--- src/rtl/vdg_fetch_sequencer.sv ---
// Display timing and VRAM fetch sequencer: dot/line counters, MC6847-style
// display addressing, one-byte-per-period VRAM fetch and sync/blank aligned to Load.
module vdg_fetch_sequencer #(
  parameter logic [8:0] H_ACTIVE     = 9'd256,
  parameter logic [8:0] H_TOTAL      = 9'd456,
  parameter logic [8:0] H_SYNC_START = 9'd296,
  parameter logic [8:0] H_SYNC_LEN   = 9'd34,
  parameter logic [8:0] V_ACTIVE     = 9'd192,
  parameter logic [8:0] V_TOTAL      = 9'd262,
  parameter logic [8:0] V_SYNC_START = 9'd226,
  parameter logic [8:0] V_SYNC_LEN   = 9'd2,
  parameter int         RD_LAT       = 2
) (
  input  logic        Clk,
  input  logic        nReset,
  input  logic [3:0]  Mode,
  input  logic [12:0] StartAddr,
  input  logic [7:0]  VramData,
  output logic [12:0] Addr,
  output logic        VramRd,
  output logic [7:0]  Data,
  output logic        Load,
  output logic        Divider,
  output logic [3:0]  Row,
  output logic        HSync_n,
  output logic        FSync_n,
  output logic        Blank
);

  localparam int DLY = RD_LAT + 1;

  logic [8:0]        r_hcount, r_vcount;
  logic              r_bpl16;
  logic [3:0]        r_rows;
  logic [12:0]       r_line_base, r_addr;
  logic [3:0]        r_row;
  logic [RD_LAT-1:0] r_rd_pipe;
  logic [7:0]        r_data;
  logic              r_load;
  logic [DLY-1:0]    r_blank_pipe, r_hs_pipe, r_fs_pipe;

  logic        w_h_wrap, w_v_wrap, w_line_active, w_frame_start;
  logic        w_m_bpl16, w_bpl16, w_slot, w_fetch;
  logic        w_row_end, w_row_last, w_capture;
  logic [3:0]  w_m_rows;
  logic [4:0]  w_k;
  logic [12:0] w_base;

  // NOTE: every always_comb output gets a default first so no path can infer a latch.
  always_comb begin
    w_m_bpl16 = 1'b0;
    w_m_rows  = 4'd12;
    if (Mode[3]) begin
      case (Mode[2:0])
        3'b000, 3'b001: begin w_m_bpl16 = 1'b1; w_m_rows = 4'd3; end
        3'b010:         begin w_m_bpl16 = 1'b0; w_m_rows = 4'd3; end
        3'b011:         begin w_m_bpl16 = 1'b1; w_m_rows = 4'd2; end
        3'b100:         begin w_m_bpl16 = 1'b0; w_m_rows = 4'd2; end
        3'b101:         begin w_m_bpl16 = 1'b1; w_m_rows = 4'd1; end
        default:        begin w_m_bpl16 = 1'b0; w_m_rows = 4'd1; end
      endcase
    end
  end

  assign w_h_wrap      = (r_hcount == H_TOTAL - 9'd1);
  assign w_v_wrap      = (r_vcount == V_TOTAL - 9'd1);
  assign w_line_active = (r_vcount < V_ACTIVE);
  assign w_frame_start = (r_hcount == 9'd0) && (r_vcount == 9'd0);

  // The hcount==0 fetch must already see this line's mode and, at frame
  // start, the freshly sampled base, since both are latched on that same edge.
  assign w_bpl16 = (r_hcount == 9'd0) ? w_m_bpl16 : r_bpl16;
  assign w_base  = w_frame_start ? StartAddr : r_line_base;
  assign w_slot  = w_bpl16 ? (r_hcount[3:0] == 4'd0) : (r_hcount[2:0] == 3'd0);
  assign w_fetch = w_line_active && (r_hcount < H_ACTIVE) && w_slot;
  assign w_k     = w_bpl16 ? {1'b0, r_hcount[7:4]} : r_hcount[7:3];

  assign w_row_end  = (r_hcount == H_ACTIVE - 9'd1) && w_line_active;
  assign w_row_last = ({1'b0, r_row} + 5'd1) >= {1'b0, r_rows};
  assign w_capture  = r_rd_pipe[RD_LAT-1];

  // NOTE: sequential state uses non-blocking assignments so every register samples pre-edge values.
  always_ff @(posedge Clk or negedge nReset) begin
    if (!nReset) begin
      r_hcount <= '0;
      r_vcount <= '0;
    end else if (w_h_wrap) begin
      r_hcount <= '0;
      r_vcount <= w_v_wrap ? 9'd0 : r_vcount + 9'd1;
    end else begin
      r_hcount <= r_hcount + 9'd1;
    end
  end

  always_ff @(posedge Clk or negedge nReset) begin
    if (!nReset) begin
      r_bpl16     <= 1'b0;
      r_rows      <= 4'd12;
      r_line_base <= '0;
      r_row       <= '0;
      r_addr      <= '0;
    end else begin
      if (r_hcount == 9'd0) begin
        r_bpl16 <= w_m_bpl16;
        r_rows  <= w_m_rows;
      end
      if (w_fetch)
        r_addr <= w_base + {8'd0, w_k};
      if (w_frame_start)
        r_line_base <= StartAddr;
      else if (w_row_end && w_row_last)
        r_line_base <= r_line_base + (r_bpl16 ? 13'd16 : 13'd32);
      // Row>=R after a mid-row mode change also closes the row.
      if (w_h_wrap && w_v_wrap)
        r_row <= '0;
      else if (w_row_end)
        r_row <= w_row_last ? 4'd0 : r_row + 4'd1;
    end
  end

  always_ff @(posedge Clk or negedge nReset) begin
    if (!nReset) begin
      r_rd_pipe    <= '0;
      r_data       <= '0;
      r_load       <= 1'b0;
      r_blank_pipe <= '1;
      r_hs_pipe    <= '1;
      r_fs_pipe    <= '1;
    end else begin
      r_rd_pipe[0]    <= w_fetch;
      r_blank_pipe[0] <= !(w_line_active && (r_hcount < H_ACTIVE));
      r_hs_pipe[0]    <= !((r_hcount >= H_SYNC_START) &&
                           (r_hcount < H_SYNC_START + H_SYNC_LEN));
      r_fs_pipe[0]    <= !((r_vcount >= V_SYNC_START) &&
                           (r_vcount < V_SYNC_START + V_SYNC_LEN));
      for (int i = 1; i < RD_LAT; i++)
        r_rd_pipe[i] <= r_rd_pipe[i-1];
      for (int i = 1; i < DLY; i++) begin
        r_blank_pipe[i] <= r_blank_pipe[i-1];
        r_hs_pipe[i]    <= r_hs_pipe[i-1];
        r_fs_pipe[i]    <= r_fs_pipe[i-1];
      end
      r_load <= w_capture;
      if (w_capture)
        r_data <= VramData;
    end
  end

  assign Addr    = r_addr;
  assign VramRd  = r_rd_pipe[0];
  assign Data    = r_data;
  assign Load    = r_load;
  assign Divider = r_bpl16;
  assign Row     = r_row;
  assign HSync_n = r_hs_pipe[DLY-1];
  assign FSync_n = r_fs_pipe[DLY-1];
  assign Blank   = r_blank_pipe[DLY-1];

endmodule

--- config.mk ---
export PLATFORM = sky130hd
export DESIGN_NAME = vdg_fetch_sequencer
export DESIGN_NICKNAME = d
export VERILOG_FILES = /design/src/rtl/vdg_fetch_sequencer.sv
export SDC_FILE = /design/constraint.sdc
export NUM_CORES = 1
export LEC_CHECK = 0
export CAP_MARGIN = 20
export CORE_MARGIN = 2
export CORE_UTILIZATION = 35
export DETAILED_ROUTE_END_ITERATION = 16
export GPL_ROUTABILITY_DRIVEN = 0
export PLACE_DENSITY_LB_ADDON = 0.15
export SLEW_MARGIN = 40
export SYNTH_ARGS = -nofsm -noshare
export SYNTH_HDL_FRONTEND = slang
export SYNTH_SLANG_ARGS = --single-unit
export TNS_END_PERCENT = 50
--- constraint.sdc ---
create_clock -name Clk -period 4.1 [get_ports Clk]
set_clock_uncertainty 0.1 [all_clocks]
set_input_delay 0.82 -clock Clk [delete_from_list [all_inputs] [get_ports Clk]]
set_output_delay 0.82 -clock Clk [all_outputs]
set_load 0.1 [all_outputs]
==> flow_results.xml, run 1 <==
<?xml version="1.0" encoding="UTF-8"?>
<metrics>
  <group name="run_status">
    <metric name="status" unit="">completed</metric>
  </group>
  <group name="layout">
    <metric name="design_area" unit="um2">4580</metric>
    <metric name="proportion_of_layout_cells_with_a_drive_suffix_above_1" unit="%">20.4</metric>
    <metric name="layout-area-overhead-vs-synth" unit="%">20.9</metric>
    <metric name="fillers" unit="">1019</metric>
    <metric name="layout.cells.most_common" unit="">sky130_fd_sc_hd__dfrtp_1</metric>
    <metric name="final_nets" unit="">488</metric>
    <metric name="antennaDiodeCount" unit="">0</metric>
    <metric name="layout.cells.most_common_list" unit="">sky130_fd_sc_hd__dfrtp_1, sky130_fd_sc_hd__nand2_1, sky130_fd_sc_hd__buf_2</metric>
  </group>
  <group name="timing">
    <metric name="achievable-frequency" unit="MHz">272</metric>
    <metric name="rsz0062_at_grt" unit="">false</metric>
    <metric name="least_margin_pin_slew" unit="ns">0.604</metric>
    <metric name="final.setup.worst_slack" unit="ns">0.429</metric>
    <metric name="finalCritPeriodShare" unit="%">89.5</metric>
    <metric name="drv_slew" unit="">0</metric>
    <metric name="slew_headroom" unit="%">59.7</metric>
    <metric name="min_period" unit="ns">3.67</metric>
    <metric name="timing.final.hold_violations" unit="">0</metric>
    <metric name="report.final.setup_viol" unit="">0</metric>
    <metric name="setup_tns" unit="ns">0</metric>
  </group>
  <group name="clock_network">
    <metric name="max-clock-path-buffers" unit="">2</metric>
    <metric name="num_clock_sinks" unit="">72</metric>
    <metric name="post_cts.repair.setup_buffers" unit="">0</metric>
    <metric name="tritoncts.num_buffers" unit="">9</metric>
    <metric name="postCtsHoldBufs" unit="">0</metric>
    <metric name="clockRootBuffer" unit="">sky130_fd_sc_hd__clkbuf_8</metric>
    <metric name="cts_tree" unit="">done</metric>
    <metric name="cts.clk_slew.worst_paths" unit="ns">0.08</metric>
    <metric name="post_cts.resized_instances" unit="">0</metric>
    <metric name="clkLatencyLatePin" unit="ns">0.35</metric>
    <metric name="cts-htree-levels" unit="">3</metric>
  </group>
  <group name="detailed_routing">
    <metric name="post_drt_via_cell_ratio" unit="">4.86</metric>
    <metric name="final_antenna_net_count" unit="">0</metric>
    <metric name="avgRoutedWirePerCell" unit="um">14.2</metric>
    <metric name="first_pass_iters" unit="">4</metric>
    <metric name="total_via_count_after_detailed_routing" unit="">2827</metric>
    <metric name="first_iter_violations" unit="">91</metric>
    <metric name="detail_route.wirelength" unit="um">8240</metric>
    <metric name="remaining_drc_errors" unit="">0</metric>
  </group>
  <group name="synthesis">
    <metric name="synth-seq-cells" unit="">72</metric>
    <metric name="number_of_synthesized_flops_with_an_enable_pin" unit="">0</metric>
    <metric name="synthDistinctLibCells" unit="">49</metric>
    <metric name="async_reset_ff_share" unit="%">100</metric>
    <metric name="ys_seq_area_share" unit="%">47.9</metric>
    <metric name="synth_nets" unit="">426</metric>
    <metric name="ys_dominant_reg_cell" unit="">sky130_fd_sc_hd__dfrtp_1</metric>
    <metric name="yosysWarnings" unit="">0</metric>
    <metric name="syn_avg_cell_area" unit="um2">10.0</metric>
    <metric name="syn_area" unit="um2">3790</metric>
    <metric name="synthCells" unit="">379</metric>
  </group>
  <group name="floorplan">
    <metric name="vertical_extent_of_the_die" unit="um">108</metric>
    <metric name="fp.dieArea" unit="um2">11700</metric>
    <metric name="fp.coreArea" unit="um2">10400</metric>
    <metric name="die_w" unit="um">108</metric>
    <metric name="num_io_pins" unit="">58</metric>
    <metric name="placement_rows" unit="">37</metric>
    <metric name="initial_utilization" unit="%">36.4</metric>
  </group>
  <group name="critical_path">
    <metric name="critical_path.max_stage_delay" unit="ns">0.45</metric>
    <metric name="timing.rr.start" unit="">r_hcount[0]</metric>
    <metric name="worst_ep_arrival_time" unit="ns">3.85</metric>
    <metric name="critical-path-top-delay-family" unit="">compound AO/OA/AOI/OAI gates</metric>
    <metric name="crit_path_start_kind" unit="">primary input</metric>
    <metric name="rr_endpoint" unit="">Addr[8]</metric>
    <metric name="cp_required" unit="ns">4.28</metric>
    <metric name="setup.reg_to_reg.worst_slack" unit="ns">0.43</metric>
    <metric name="timing.setup.critical_path_class" unit="">in -&gt; reg</metric>
    <metric name="largest_driver_fanout_on_the_critical_path" unit="">5</metric>
    <metric name="cp.buffers_inverters" unit="">2</metric>
    <metric name="worst-r2r-cell-count" unit="">13</metric>
    <metric name="cell_type_of_the_slowest_stage_on_the_worst_timing_path" unit="">sky130_fd_sc_hd__clkdlybuf4s50_1</metric>
    <metric name="critical_path.endpoint_type" unit="">flop</metric>
    <metric name="crit_path_cell_trace" unit="">clkdlybuf4s50_1 -&gt; inv_1 -&gt; a21oi_1 -&gt; a21oi_1 -&gt; nor2_1 -&gt; a22oi_1 -&gt; mux2_2 -&gt; ha_1 -&gt; nor2b_1 -&gt; o31a_1 -&gt; nor2_1 -&gt; nor3_1 -&gt; xor2_1 -&gt; o21ai_1</metric>
  </group>
  <group name="min_path">
    <metric name="worst_hold_startpoint" unit="">r_hs_pipe[0]</metric>
    <metric name="holdCritPathClass" unit="">reg -&gt; reg</metric>
    <metric name="timing.hold.worst_endpoint" unit="">r_hs_pipe[1]</metric>
    <metric name="min_delay_path_depth" unit="">0</metric>
  </group>
  <group name="pwr">
    <metric name="irDropWorstVdd" unit="mV">0.143</metric>
    <metric name="total_leakage_power" unit="nW">2.09</metric>
    <metric name="pwr_density" unit="nW/um2">355</metric>
    <metric name="fin_total_pwr" unit="W">0.00162</metric>
  </group>
  <group name="global_route">
    <metric name="overflow" unit="">0</metric>
    <metric name="pin_count_of_the_biggest_net_entering_global_routing" unit="">34</metric>
    <metric name="grt_util_all_layers" unit="%">15.1</metric>
    <metric name="grt_first_pass_wirelength" unit="um">13600</metric>
    <metric name="grt_antenna_before_repair" unit="">0</metric>
    <metric name="first_global_vias" unit="">2765</metric>
  </group>
  <group name="placement">
    <metric name="dpl_cell_area" unit="um2">4370</metric>
    <metric name="placement.io_buffers" unit="">57</metric>
    <metric name="hpwl" unit="um">6110</metric>
    <metric name="place_ws" unit="ns">0.0746</metric>
  </group>
  <group name="run">
    <metric name="drv.max_cap_violation_count" unit="">0</metric>
  </group>
</metrics>
[final cells by class]
| class | instances | area (um2) | area share (%) |
|---|---|---|---|
| Clock buffer | 10 | 138 | 3.00 |
| Sequential cell | 72 | 1810 | 39.6 |
| Tap cell | 136 | 170 | 3.71 |
| Multi-Input combinational cell | 277 | 1860 | 40.7 |
| Timing Repair Buffer | 64 | 465 | 10.2 |
| Inverter | 17 | 63.8 | 1.39 |
| Clock inverter | 6 | 67.6 | 1.47 |
[synth_stat cells, types with 2 or more instances]
master / count / share of area (%)
sky130_fd_sc_hd__o21ai_0: 28 / 3.7
sky130_fd_sc_hd__nor3b_1: 4 / 0.79
sky130_fd_sc_hd__inv_1: 17 / 1.7
sky130_fd_sc_hd__a32o_1: 2 / 0.53
sky130_fd_sc_hd__a21o_1: 6 / 1.2
sky130_fd_sc_hd__o21ai_1: 5 / 0.66
sky130_fd_sc_hd__fa_1: 2 / 1.1
sky130_fd_sc_hd__nand3_1: 14 / 1.8
sky130_fd_sc_hd__buf_2: 5 / 0.66
sky130_fd_sc_hd__a211oi_1: 2 / 0.40
sky130_fd_sc_hd__nor2_1: 21 / 2.1
sky130_fd_sc_hd__xor2_1: 13 / 3.0
sky130_fd_sc_hd__clkbuf_1: 8 / 0.79
sky130_fd_sc_hd__dfrtp_1: 62 / 41
sky130_fd_sc_hd__mux2i_1: 9 / 2.4
sky130_fd_sc_hd__a21oi_1: 14 / 1.8
sky130_fd_sc_hd__ha_1: 18 / 5.9
sky130_fd_sc_hd__mux2_2: 13 / 3.9
sky130_fd_sc_hd__nor3_1: 6 / 0.79
sky130_fd_sc_hd__xnor2_1: 16 / 3.7
sky130_fd_sc_hd__nand2_1: 61 / 6.0
sky130_fd_sc_hd__nor4_1: 3 / 0.50
sky130_fd_sc_hd__nor2b_1: 4 / 0.66
sky130_fd_sc_hd__or3_1: 3 / 0.50
sky130_fd_sc_hd__nand4_1: 7 / 1.2
sky130_fd_sc_hd__nor4_4: 2 / 1.1
sky130_fd_sc_hd__nand2b_1: 3 / 0.50
sky130_fd_sc_hd__dfstp_2: 10 / 6.9
[worst max path at each step]
stage,from,to,cells after the start
final,Mode[0],Addr[8],14
after global routing,r_hcount[0],Addr[8],13
after CTS,r_hcount[0],Addr[8],13
after detailed placement,Mode[0],Addr[10],15
after global placement,Mode[0],Addr[10],15
after floorplan,r_hcount[0],Addr[10],16
[flip-flops by register name (all words and copies together) (netlist names)]
name and cells:
r_blank_pipe 3, r_vcount 9, r_rd_pipe 2, r_hs_pipe 3
Load 1, Row 4, r_hcount 9, Divider 1
Data 8, r_fs_pipe 3, r_line_base 13, r_rows 3
Addr 13
[metrics by stage]
stage               util [%]  instances  hold WS (ns)
floorplan                  -        379         0.245
global placement        43.4        566         0.247
detailed placement      42.0        566         0.248
CTS                     44.0        582         0.259
global route            44.0        582         0.261
finish                  44.0        582         0.257
[metal layers]
metal  part of all wire (%)  up-vias  track usage, %
met3                    4.0       11            3.98
met1                     49     1340            20.7
met2                     46       54            22.9
met4                    1.7        0            5.49
li1                       -     1422               -
met5                      0        -               0
[cell families after synthesis]
group	share of synthesized area, %
compound gates	10.1
fa+ha+maj	7.00
simple gates	18.2
buf+inv	3.14
mux	7.00
xor+xnor	6.70
flops	47.9
[report_power, final]
group | total (W) | switching (W) | internal (W)
clock network | 0.000580 | 0.000280 | 0.000299
registers | 0.000756 | 0.0000184 | 0.000738
logic | 0.000289 | 0.000214 | 0.0000745
total | 0.00162 | 0.000513 | 0.00111
No activity file was read; power rests on OpenSTA's default activity.
==> run 2: changes to the inputs <==
--- a/config.mk
+++ b/config.mk
@@ -7,3 +7,2 @@
 export LEC_CHECK = 0
-export CAP_MARGIN = 20
 export CORE_MARGIN = 2
@@ -13,2 +12,3 @@
 export PLACE_DENSITY_LB_ADDON = 0.15
+export SKIP_CTS_REPAIR_TIMING = 1
 export SLEW_MARGIN = 40
==> constraint.sdc (replaced) <==
create_clock -name Clk -period 4.1 [get_ports Clk]
set_clock_uncertainty 0.1 [all_clocks]
set_input_delay 1.025 -clock Clk [delete_from_list [all_inputs] [get_ports Clk]]
set_output_delay 1.025 -clock Clk [all_outputs]
set_load 0.1 [all_outputs]
==> run 2 against run 1 <==
Register-to-register slack better by 0.08 ns. Global-route usage up 0.19 points. Count of clock-buffer cells in the layout did not move. Setup slack got worse by 0.11 ns. First-iteration DRC count rose by 77%. Critical endpoint is now Addr[12]. Highest routed layer unchanged.
==> flow_results.xml, run 2 (synthesized netlist as in run 1, its figures left out) <==
<?xml version="1.0" encoding="UTF-8"?>
<metrics>
  <group name="run_status">
    <metric name="status" unit="">completed</metric>
  </group>
  <group name="critical_path">
    <metric name="cell_type_of_the_slowest_stage_on_the_worst_timing_path" unit="">sky130_fd_sc_hd__clkdlybuf4s50_1</metric>
    <metric name="worst_ep_arrival_time" unit="ns">3.91</metric>
    <metric name="crit_path_cell_trace" unit="">clkdlybuf4s50_1 -&gt; a21oi_1 -&gt; a21oi_1 -&gt; nor2_1 -&gt; a22oi_1 -&gt; mux2_2 -&gt; inv_1 -&gt; fa_1 -&gt; nor2b_1 -&gt; o31a_1 -&gt; nor2_1 -&gt; buf_4 -&gt; nor4_4 -&gt; xor2_1 -&gt; o21ai_1</metric>
    <metric name="crit_cells" unit="">15</metric>
    <metric name="largest_driver_fanout_on_the_critical_path" unit="">5</metric>
    <metric name="cp.buffers_inverters" unit="">3</metric>
    <metric name="critical_path.endpoint_type" unit="">flop</metric>
    <metric name="crit_path_start_kind" unit="">primary input</metric>
    <metric name="critical_path.max_stage_delay" unit="ns">0.50</metric>
    <metric name="worst-r2r-cell-count" unit="">17</metric>
    <metric name="critical-path-top-delay-family" unit="">compound AO/OA/AOI/OAI gates</metric>
    <metric name="cp_required" unit="ns">4.23</metric>
    <metric name="timing.setup.critical_path_class" unit="">in -&gt; reg</metric>
  </group>
  <group name="floorplan">
    <metric name="fp.dieArea" unit="um2">11700</metric>
    <metric name="fp.coreArea" unit="um2">10400</metric>
    <metric name="num_io_pins" unit="">58</metric>
    <metric name="die_w" unit="um">108</metric>
    <metric name="placement_rows" unit="">37</metric>
    <metric name="vertical_extent_of_the_die" unit="um">108</metric>
    <metric name="initial_utilization" unit="%">36.4</metric>
  </group>
  <group name="detailed_routing">
    <metric name="post_drt_via_cell_ratio" unit="">4.90</metric>
    <metric name="total_via_count_after_detailed_routing" unit="">2869</metric>
    <metric name="final_antenna_net_count" unit="">0</metric>
    <metric name="detail_route.wirelength" unit="um">8260</metric>
    <metric name="avgRoutedWirePerCell" unit="um">14.1</metric>
    <metric name="first_pass_iters" unit="">5</metric>
    <metric name="first_iter_violations" unit="">161</metric>
    <metric name="remaining_drc_errors" unit="">0</metric>
  </group>
  <group name="layout">
    <metric name="layout-area-overhead-vs-synth" unit="%">22.1</metric>
    <metric name="final_nets" unit="">492</metric>
    <metric name="area_taken_by_multi_input_logic_gates" unit="um2">1860</metric>
    <metric name="layout.cells.most_common_list" unit="">sky130_fd_sc_hd__dfrtp_1, sky130_fd_sc_hd__nand2_1, sky130_fd_sc_hd__buf_2</metric>
    <metric name="regArea" unit="um2">1810</metric>
    <metric name="fillers" unit="">990</metric>
    <metric name="layout.cells.most_common" unit="">sky130_fd_sc_hd__dfrtp_1</metric>
    <metric name="antennaDiodeCount" unit="">0</metric>
    <metric name="proportion_of_layout_cells_with_a_drive_suffix_above_1" unit="%">20.9</metric>
    <metric name="design_area" unit="um2">4630</metric>
  </group>
  <group name="min_path">
    <metric name="holdCritPathClass" unit="">reg -&gt; reg</metric>
    <metric name="min_delay_path_depth" unit="">0</metric>
  </group>
  <group name="clock_network">
    <metric name="max-clock-path-buffers" unit="">2</metric>
    <metric name="cts.clk_slew.worst_paths" unit="ns">0.08</metric>
    <metric name="clockRootBuffer" unit="">sky130_fd_sc_hd__clkbuf_8</metric>
    <metric name="cts-htree-levels" unit="">3</metric>
    <metric name="num_clock_sinks" unit="">72</metric>
    <metric name="tritoncts.num_buffers" unit="">9</metric>
    <metric name="clkLatencyLatePin" unit="ns">0.35</metric>
    <metric name="cts_tree" unit="">done</metric>
  </group>
  <group name="timing">
    <metric name="drv_slew" unit="">0</metric>
    <metric name="rsz0062_at_grt" unit="">false</metric>
    <metric name="report.final.setup_viol" unit="">0</metric>
    <metric name="achievable-frequency" unit="MHz">265</metric>
    <metric name="slew_headroom" unit="%">59.7</metric>
    <metric name="finalCritPeriodShare" unit="%">92.1</metric>
    <metric name="least_margin_pin_slew" unit="ns">0.603</metric>
    <metric name="timing.final.hold_violations" unit="">0</metric>
    <metric name="final.setup.worst_slack" unit="ns">0.324</metric>
    <metric name="min_period" unit="ns">3.78</metric>
  </group>
  <group name="global_route">
    <metric name="grt_first_pass_wirelength" unit="um">13900</metric>
    <metric name="pin_count_of_the_biggest_net_entering_global_routing" unit="">48</metric>
    <metric name="first_global_vias" unit="">2762</metric>
    <metric name="grt_util_all_layers" unit="%">15.3</metric>
    <metric name="grt_antenna_before_repair" unit="">0</metric>
    <metric name="overflow" unit="">0</metric>
  </group>
  <group name="pwr">
    <metric name="total_leakage_power" unit="nW">2.12</metric>
    <metric name="fin_total_pwr" unit="W">0.00168</metric>
    <metric name="irDropWorstVdd" unit="mV">0.170</metric>
    <metric name="pwr_density" unit="nW/um2">364</metric>
  </group>
  <group name="placement">
    <metric name="place_ws" unit="ns">-0.0693</metric>
    <metric name="dpl_cell_area" unit="um2">4400</metric>
    <metric name="hpwl" unit="um">6070</metric>
    <metric name="placement.io_buffers" unit="">57</metric>
  </group>
  <group name="run">
    <metric name="drv.max_cap_violation_count" unit="">0</metric>
  </group>
</metrics>
run 2: cell count changes in the layout (fill, tap and decap cells not counted), sizes merged:
cell and change:
bufinv +1, clkinv +1, buf +4, clkinvlp -1
inv -1
run 2: metrics by stage:
stage          hold slack [ns]  cells  util, %  setup TNS (ns)
3_3_place_gp             0.246    570     43.7               0
6_report                 0.259    586     44.4               0
4_1_cts                  0.261    586     44.4               0
2_1_floorplan            0.245    379        -               0
5_1_grt                  0.262    586     44.4               0
3_5_place_dp             0.248    570     42.3          -0.188
run 2: area by class of cell:
| cell class | instances | area share [%] |
|---|---|---|
| multi-input combinational | 277 | 40.3 |
| sequential | 72 | 39.2 |
| timing repair buffer | 68 | 10.7 |
| clock inverter | 6 | 2.03 |
| inverter | 17 | 1.38 |
| tap | 136 | 3.68 |
| clock buffer | 10 | 2.76 |
run 2: routing by layer:
layer	up-vias	GRT usage (%)	share of wire, %
met3	10	3.68	4.5
met5	-	0	0
met4	0	5.49	1.2
li1	1436	-	-
met1	1364	21.4	49
met2	59	22.9	45
run 2: worst paths after layout:
| check | start | endpoint | slack (ns) |
|---|---|---|---|
| min reg2reg | r_hs_pipe[0] | r_hs_pipe[1] | 0.26 |
| max reg2reg | r_hcount[0] | Addr[12] | 0.51 |
| max | Mode[2] | Addr[12] | 0.32 |
| max in group asynchronous | nReset | r_hcount[4] | 2.31 |
| min in group asynchronous | nReset | Row[0] | 0.57 |
| min | r_hs_pipe[0] | r_hs_pipe[1] | 0.26 |
run 2: power by group:
part	internal (W)	leakage (nW)	total, W	switching (W)
logic	0.0000781	1.14	0.000293	0.000215
registers	0.000738	0.869	0.000756	0.0000181
clock network	0.000346	0.107	0.000636	0.000290
